--- config.mk ---
export PLATFORM = sky130hd
export DESIGN_NAME = aes_key_expand
export DESIGN_NICKNAME = d
export VERILOG_FILES = /design/src/rtl/aes_key_expand.sv
export SDC_FILE = /design/constraint.sdc
export NUM_CORES = 1
export LEC_CHECK = 0
export CAP_MARGIN = 5
export CORE_ASPECT_RATIO = 0.5
export CORE_MARGIN = 5
export CORE_UTILIZATION = 25
export DETAILED_ROUTE_END_ITERATION = 8
export PLACE_DENSITY_LB_ADDON = 0.15
export SETUP_SLACK_MARGIN = 0.02
export SLEW_MARGIN = 15
export SYNTH_ARGS = -nofsm -noshare
export SYNTH_HDL_FRONTEND = slang
export SYNTH_SLANG_ARGS = --single-unit
--- constraint.sdc ---
create_clock -name clk -period 9.2 [get_ports clk]
set_input_delay 2.76 -clock clk [delete_from_list [all_inputs] [get_ports clk]]
set_output_delay 2.76 -clock clk [all_outputs]
set_load 0.01 [all_outputs]
--- src/rtl/aes_key_expand.sv ---
// Iterative AES-128 key schedule: presents round keys 0..10 one per
// valid/ready transfer, holding only the current round key.
module aes_key_expand (
    input  logic             clk,
    input  logic             rst_n,
    input  logic             start,
    input  logic [15:0][7:0] key_in,
    output logic             busy,
    output logic             rk_valid,
    input  logic             rk_ready,
    output logic [3:0]       rk_round,
    output logic [15:0][7:0] rk
);

    typedef enum logic {
        IDLE,
        RUN
    } state_t;

    // Forward S-box, entry 0 in the most significant byte.
    localparam logic [2047:0] SBOX_TBL = {
        128'h637c777bf26b6fc53001672bfed7ab76,
        128'hca82c97dfa5947f0add4a2af9ca472c0,
        128'hb7fd9326363ff7cc34a5e5f171d83115,
        128'h04c723c31896059a071280e2eb27b275,
        128'h09832c1a1b6e5aa0523bd6b329e32f84,
        128'h53d100ed20fcb15b6acbbe394a4c58cf,
        128'hd0efaafb434d338545f9027f503c9fa8,
        128'h51a3408f929d38f5bcb6da2110fff3d2,
        128'hcd0c13ec5f974417c4a77e3d645d1973,
        128'h60814fdc222a908846eeb814de5e0bdb,
        128'he0323a0a4906245cc2d3ac629195e479,
        128'he7c8376d8dd54ea96c56f4ea657aae08,
        128'hba78252e1ca6b4c6e8dd741f4bbd8b8a,
        128'h703eb5664803f60e613557b986c11d9e,
        128'he1f8981169d98e949b1e87e9ce5528df,
        128'h8ca1890dbfe6426841992d0fb054bb16
    };

    function automatic logic [7:0] sbox(input logic [7:0] b);
        logic [10:0] idx;
        idx  = {~b, 3'b000};
        sbox = SBOX_TBL[idx +: 8];
    endfunction

    state_t state_q, state_d;
    logic [3:0] round_q, round_d;
    logic [15:0][7:0] key_q, key_d;
    logic [15:0][7:0] key_nxt;

    logic [31:0] w0, w1, w2, w3;
    logic [31:0] rot, t;
    logic [31:0] n0, n1, n2, n3;
    logic [7:0]  rcon;
    logic        xfer;

    // Rcon for the key being produced, i.e. Rcon[round+1].
    always_comb begin
        rcon = 8'h00;
        unique case (round_q)
            4'd0:    rcon = 8'h01;
            4'd1:    rcon = 8'h02;
            4'd2:    rcon = 8'h04;
            4'd3:    rcon = 8'h08;
            4'd4:    rcon = 8'h10;
            4'd5:    rcon = 8'h20;
            4'd6:    rcon = 8'h40;
            4'd7:    rcon = 8'h80;
            4'd8:    rcon = 8'h1b;
            4'd9:    rcon = 8'h36;
            default: rcon = 8'h00;
        endcase
    end

    assign w0  = key_q[15:12];
    assign w1  = key_q[11:8];
    assign w2  = key_q[7:4];
    assign w3  = key_q[3:0];
    assign rot = {w3[23:0], w3[31:24]};

    assign t = {sbox(rot[31:24]) ^ rcon,
                sbox(rot[23:16]),
                sbox(rot[15:8]),
                sbox(rot[7:0])};

    assign n0 = w0 ^ t;
    assign n1 = w1 ^ n0;
    assign n2 = w2 ^ n1;
    assign n3 = w3 ^ n2;

    assign key_nxt = {n0, n1, n2, n3};
    assign xfer    = (state_q == RUN) & rk_ready;

    always_comb begin
        state_d = state_q;
        round_d = round_q;
        key_d   = key_q;
        unique case (state_q)
            IDLE: begin
                if (start) begin
                    key_d   = key_in;
                    round_d = 4'd0;
                    state_d = RUN;
                end
            end
            RUN: begin
                if (xfer) begin
                    if (round_q == 4'd10) begin
                        state_d = IDLE;
                    end else begin
                        key_d   = key_nxt;
                        round_d = round_q + 4'd1;
                    end
                end
            end
            default: state_d = IDLE;
        endcase
    end

    always_ff @(posedge clk or negedge rst_n) begin
        if (!rst_n) begin
            state_q <= IDLE;
            round_q <= 4'd0;
            key_q   <= '0;
        end else begin
            state_q <= state_d;
            round_q <= round_d;
            key_q   <= key_d;
        end
    end

    assign busy     = (state_q == RUN);
    assign rk_valid = (state_q == RUN);
    assign rk_round = round_q;
    assign rk       = key_q;

endmodule

### After elaboration in Yosys (flattened, before gate mapping)

Memories as Yosys holds them, arrays and structs flattened.
Index checks and enable logic that the tools add are counted.

* add/sub/neg operators: 1
* mux-type cells: 12
* equal/unequal tests: 4
* reduce and logical (&&, ||, !) cells: 1
* bitwise gates (word level): 11
* shift-type cells: 4

Operators by type and width (number)
* 2048-bit by 12-bit indexed part select with 8-bit output, first input constant: 4
* 128-bit two-way mux: 3
* 128-bit case mux with 2 select lines: 1
* 32-bit bitwise XOR: 4
* 8-bit inverter: 4
* 4-bit two-way mux: 3
* 4-bit case mux with 2 select lines: 1
* 8-bit bitwise XOR: 1
* 4-bit by 1-bit adder with 4-bit output, second input constant: 1
* 4-bit == test, second input constant: 1
* 2-bit inequality test, second input constant: 2
* 1-bit two-way mux: 3
* 3-bit AND reduction: 1
* 2-bit by 1-bit inequality test with 1-bit output, second input constant: 1
* 1-bit case mux with 2 select lines: 1
* 1-bit AND: 1
* 1-bit inverter: 1

* logic and storage cells: 52
* register bits: 133
* input bits: 132
* memories kept: 1
* bits in read-only memories: 128
* output and inout bits: 134

Memory list
* (name not given): depth 16, width 8, read ports 1, clocked after Yosys merged registers in 0, write ports 0, RTL line 60 `unique case (round_q)`

### Longest topological paths before layout

Gate-level depths: netlist (run 1).

* depth in word-level cells: 10
* mapped depth: 17
* depth with buffers taken out: 11

### Worst setup path after synthesis (run 1)

OpenSTA, ideal clock, no wires.

* kind: in2reg
* start: input port rk_ready
* end: register key_q (netlist bit rk[118])
* data required time: 9129 ps
* buffers on the path: 2
* slack: 4936 ps
* setup time: 71 ps
* cell stages on the path: 8
* arrival: 4192 ps
* cells stage by stage: nand2_1 -> a31oi_1 -> clkbuf_1 -> clkbuf_1 -> nand2_1 -> a211oi_1 -> a21oi_1 -> nor2_1

* longest elaborated chain between the ends: 3

RTL lines
* start: declaration: RTL line 10 `input logic rk_ready,`
* 1-bit AND: RTL line 92 `assign xfer = (state_q == RUN) & rk_ready;`
* 2-bit by 1-bit inequality test with 1-bit output (no line)
* 3-bit AND reduction (no line)
* end signal: assignment: RTL line 128 `key_q <= key_d;`
* end: declaration: RTL line 48 `logic [15:0][7:0] key_q, key_d;`

Every way passes these cells.
A chain may end at the register's enable or synchronous reset.

### Worst setup path after layout (run 1)

* start: input port start
* end: register key_q (netlist bit rk[33])

* longest elaborated chain between the ends: 2

RTL lines
* start: declaration: RTL line 6 `input logic start,`
* 2-bit inequality test (no line)
* 3-bit AND reduction (no line)

Every way passes these cells.

==> flow_metrics.py, run 1 <==
metrics = {
    "sta": {
        "setup_tns_ps": 0,
        "maxSlewViolCount": 0,
        "post-route-min-period_ps": 5440,
        "tightest_slew_ps": 1030,
        "finalSetupViolCount": 0,
        "finalCritPeriodShare": 0.591,
        "slew_headroom": 0.310,
        "fin_skew_ps": 13.5,
        "rsz0062_at_grt": "false",
        "max_freq_mhz": 184,
        "hold_violations": 0,
    },
    "clock_network": {
        "clock_sinks": 133,
        "cts_setup_buffers": 0,
        "cts_max_path_buffers": 2,
        "holdBufCountCts": 0,
        "htree_levels": 4,
        "path_clk_slew_ps": 60,
        "clk_latency_ps": 440,
        "cts_buffers": 17,
        "ctsResizeCount": 0,
        "root_buffer": "clkbuf_16",
        "cts_tree": "yes",
    },
    "synthesis": {
        "yosys_warnings": 0,
        "synth_top_family_by_area": "compound AO/OA/AOI/OAI gates",
        "synth_fa_ha_area_frac": 0.0355,
        "synth_edf_count": 0,
        "ys_types": 102,
        "syn_area_per_cell_um2": 7.38,
        "yosysTopAreaCell": "dfrtp_1",
        "syn_area_mm2": 0.0228,
        "synth_compound_area_frac": 0.330,
        "ys_ff_latch": 133,
        "synthesis.nets": 3285,
        "yosys.area_share.simple": 0.227,
        "synth_area_leaders": "dfrtp_1 (15%), mux4_2 (6.8%), a21oi_1 (5.3%)",
        "async_flop_share": 1.00,
        "syn-instance-count": 3089,
        "ys_seq_area_frac": 0.146,
        "synth.area.mux_share": 0.114,
        "ys.flop_type": "dfrtp_1",
        "synth_top_area_frac": 0.146,
        "synth-xor-area-share": 0.0632,
    },
    "critical_path": {
        "cp-end-kind": "flop",
        "cp.arrival_ps": 5760,
        "crit_required_ps": 9520,
        "slowest_delay_ps": 640,
        "worstPathMaxFanout": 65,
        "start_kind": "input pin",
        "path_cells": "clkdlybuf4s50_1 -> buf_4 -> nand2_4 -> buf_4 -> nand2_2 -> buf_4 -> o21ai_0 -> a221o_1",
        "crit_type": "in2reg",
        "cp_slowest_cell": "buf_4",
        "cp_common_cell": "buf_4",
    },
    "global_routing": {
        "grt_pass1_vias": 24058,
        "grt_max_degree": 82,
        "antenna_found_initial": 10,
        "grt_first_pass_wirelength_um": 167000,
        "grt-ovfl-total": 0,
        "track_usage": 0.219,
    },
    "floorplanning": {
        "die_area_mm2": 0.0977,
        "initial_core_util": 0.252,
        "row_count": 78,
        "io-pin-count": 266,
        "core-area_mm2": 0.0906,
        "die_y_um": 224,
        "die_x_um": 437,
    },
    "final_layout": {
        "stdcell_area_mm2": 0.0265,
        "layout_commonest_cell": "clkdlybuf4s50_1",
        "fillerInstances": 9744,
        "mostFrequentLayoutCells": "clkdlybuf4s50_1 (264), nand2_1 (246), a21oi_1 (242), o21ai_0 (228), nor2_1 (225)",
        "drive_gt1_frac": 0.0946,
        "areaGrowthSynthToFinish_pct": 16.2,
        "post-route-util": 0.292,
        "nNetsFinal": 3259,
    },
    "job": {
        "maxCapViolCount": 0,
    },
    "placement": {
        "hpwl_um": 77600,
        "numPortBuffers": 265,
        "dpl_cell_area_mm2": 0.0258,
        "routabilityCongestion": 0.932,
    },
    "detailed_routing": {
        "via_per_inst": 6.05,
        "drc": 0,
        "drt_iter0_markers": 3673,
        "vias": 25946,
        "drt-pass1-iter-count": 6,
        "final_antenna_net_count": 0,
        "totalWireLength_um": 113000,
        "wl_per_cell_um": 26.4,
    },
    "run_status": {
        "status": "finished clean",
    },
    "worst_hold_path": {
        "min_path_type": "reg2reg",
    },
}
[layer usage]
metal | track usage | part of all wire | routed length, µm
met2 | 0.370 | 0.48 | 54600
met4 | 0.0821 | 0.036 | 4110
met1 | 0.289 | 0.41 | 46600
met3 | 0.0235 | 0.069 | 7860
met5 | 0 | 0 | 0
[logic make-up after synthesis]
kind of cell             count (synthesis)
AO/OA/AOI/OAI                         1105
AND/OR/NAND/NOR                       1043
XOR/XNOR                               141
buffers and inverters                  433
flip-flops                             133
multiplexers                           170
adder cells (fa/ha/maj)                 64
[cell type report]
type / instances / area [µm²] / area share
Multi-Input combinational cell: 2523 / 17600 / 0.665
Sequential cell: 133 / 3360 / 0.127
Timing Repair Buffer: 327 / 3120 / 0.118
Tap cell: 1200 / 1500 / 0.0567
Clock buffer: 19 / 433 / 0.0163
Inverter: 61 / 229 / 0.00865
Clock inverter: 13 / 206 / 0.00780
Antenna cell: 10 / 25.0 / 0.000945
[Yosys cell counts (69+ instances only)]
| cell | n |
|---|---|
| a21oi_1 | 242 |
| buf_2 | 110 |
| clkbuf_1 | 202 |
| dfrtp_1 | 133 |
| mux2i_1 | 77 |
| mux4_2 | 69 |
| nand2_1 | 248 |
| nand2b_1 | 86 |
| nand3_1 | 115 |
| nor2_1 | 228 |
| nor2b_1 | 77 |
| nor3_1 | 91 |
| o21ai_0 | 228 |
| xnor2_1 | 83 |
[metrics by stage]
stage               std cells  worst slack [ps]  hold slack (ps)
finish                   4286              3760              544
global route             4286              3570              561
CTS                      4276              3740              537
detailed placement       4244              3260              521
global placement         4244              3330              516
floorplan                3089              4940              549
[flip-flops by register name, indices dropped and copies added (netlist names)]
signal,flops
busy,1
rk_round,4
rk,128
[worst max-delay path, delay by kind of cell]
kind            cells  cell delay (ps)
compound gates      2              520
buf+inv             4             1880
simple gates        2              530
[path summary, 6_finish.rpt]
check	start	slack, ps	end	depth (start not counted)
setup / recovery	start	3760	rk[33]	8
hold / removal	rk[38]	540	rk[38]	1
setup reg to reg	rk[16]	4340	rk[31]	9
hold reg to reg	rk[38]	540	rk[38]	1
max in group asynchronous	rst_n	5680	rk[3]	2
min in group asynchronous	rst_n	2320	rk[65]	1
Power of run 1 is left out: the tool's default activity adds up to more than one toggle a clock period on the data nets, which glitch-free logic cannot reach.
==> run 2: changes to the inputs <==
Clock period 9.2 ns to 5 ns, I/O delays scaled along.
==> run 2 against run 1 <==
Against the previous run:
- cell area rose by 1.7%
- first-iteration DRC count rose by 4.7%
- critical path depth rose by 3
- global-route usage rose by 0.73 points
- count of clock-buffer cells in the layout fell by 1
- largest cell class unchanged
==> flow_metrics.py, run 2 (same netlist as run 1, synthesis figures left out) <==
metrics = {
    "final_layout": {
        "largest_reg_flops": 128,
        "drive_gt1_frac": 0.112,
        "nNetsFinal": 3319,
        "post-route-util": 0.297,
        "areaGrowthSynthToFinish_pct": 18.2,
        "layout_commonest_cell": "clkdlybuf4s50_1",
        "mostFrequentLayoutCells": "clkdlybuf4s50_1 (264), nand2_1 (246), a21oi_1 (242), o21ai_0 (228), nor2_1 (225)",
    },
    "sta": {
        "tightest_slew_ps": 1020,
        "slew_headroom": 0.318,
        "finalCritPeriodShare": 0.859,
        "setup_tns_ps": 0,
        "max_freq_mhz": 233,
        "fin_skew_ps": 15.8,
        "finalSetupViolCount": 0,
        "post-route-min-period_ps": 4290,
        "rsz0062_at_grt": "false",
        "maxSlewViolCount": 0,
        "fin_ws_ps": 706,
        "holdWs_ps": 527,
        "hold_violations": 0,
    },
    "detailed_routing": {
        "drt-pass1-iter-count": 6,
        "final_antenna_net_count": 0,
        "via_per_inst": 6.08,
        "totalWireLength_um": 117000,
        "drc": 0,
        "vias": 26409,
        "wl_per_cell_um": 27.0,
        "drt_iter0_markers": 3845,
    },
    "critical_path": {
        "r2r-end": "rk[4]",
        "crit_type": "reg2reg",
        "rr_worst_depth": 11,
        "crit_required_ps": 5360,
        "start_kind": "flop",
        "r2r_slack_ps": 710,
        "cp.arrival_ps": 4660,
        "cp-end-kind": "flop",
        "worstReg2RegStart": "rk[24]",
        "worstPathMaxFanout": 31,
    },
    "clock_network": {
        "cts_setup_buffers": 0,
        "htree_levels": 4,
        "cts_max_path_buffers": 2,
        "holdBufCountCts": 0,
        "cts_tree": "yes",
        "root_buffer": "clkbuf_16",
        "clock_sinks": 133,
        "clk_latency_ps": 430,
        "ctsResizeCount": 0,
        "cts_buffers": 17,
        "path_clk_slew_ps": 60,
    },
    "global_routing": {
        "grt_first_pass_wirelength_um": 171000,
        "grt_pass1_vias": 24545,
        "grt_max_degree": 133,
        "track_usage": 0.226,
        "antenna_found_initial": 8,
        "grt-ovfl-total": 0,
    },
    "floorplanning": {
        "io-pin-count": 266,
        "die_area_mm2": 0.0977,
        "core-area_mm2": 0.0906,
        "die_x_um": 437,
        "die_y_um": 224,
        "row_count": 78,
        "initial_core_util": 0.252,
    },
    "run_status": {
        "status": "finished clean",
    },
    "placement": {
        "hpwl_um": 83000,
        "routabilityCongestion": 0.956,
        "pre_cts_slack_ps": 828,
        "numPortBuffers": 265,
    },
    "worst_hold_path": {
        "holdCritStartpoint": "rk[64]",
        "holdPathEnd": "rk[64]",
        "holdPathStages": 1,
        "min_path_type": "reg2reg",
    },
    "job": {
        "maxCapViolCount": 0,
    },
}
## run 2: metal layers
layer	track usage	up-vias	part of all wire
met2	0.386	1517	0.48
met3	0.0255	249	0.076
met1	0.298	12944	0.41
li1	-	11699	-
met5	0	-	0
met4	0.0746	0	0.038
## run 2: layout make-up
cell class	count	area, µm²
Clock inverter	14	105
Timing Repair Buffer	387	3680
Clock buffer	18	439
Sequential cell	133	3360
Antenna cell	8	20.0
Inverter	61	229
Multi-Input combinational cell	2523	17600
Tap cell	1200	1500
Fill cell	9803	63600
## run 2: worst max path at each step
stage | slack [ps] | depth (start not counted) | start | end
2_1_floorplan | 870 | 15 | rk[9] | rk[50]
3_3_place_gp | 820 | 10 | rk[10] | rk[22]
3_5_place_dp | 830 | 11 | rk[17] | rk[30]
4_1_cts | 800 | 11 | rk[17] | rk[30]
5_1_grt | 480 | 12 | rk[17] | rk[30]
6_report | 710 | 11 | rk[24] | rk[4]
## run 2: stage by stage
step,cells,area [µm²]
2_1_floorplan,3089,22800
3_5_place_dp,4304,26400
6_report,4344,26900
5_1_grt,4344,26900
4_1_cts,4336,26900
3_3_place_gp,4304,26400
## run 2: critical path, stage by stage, from the launching register on
cell and delay [ps]:
dfrtp_1 440, buf_4 300, ha_1 390, nor2_1 830
nor2_1 130, mux4_2 490, a221oi_1 340, a21oi_1 90
o21ai_2 560, mux2_2 410, nand3_1 70, and3_1 160
Power of run 2 is left out for the same reason.
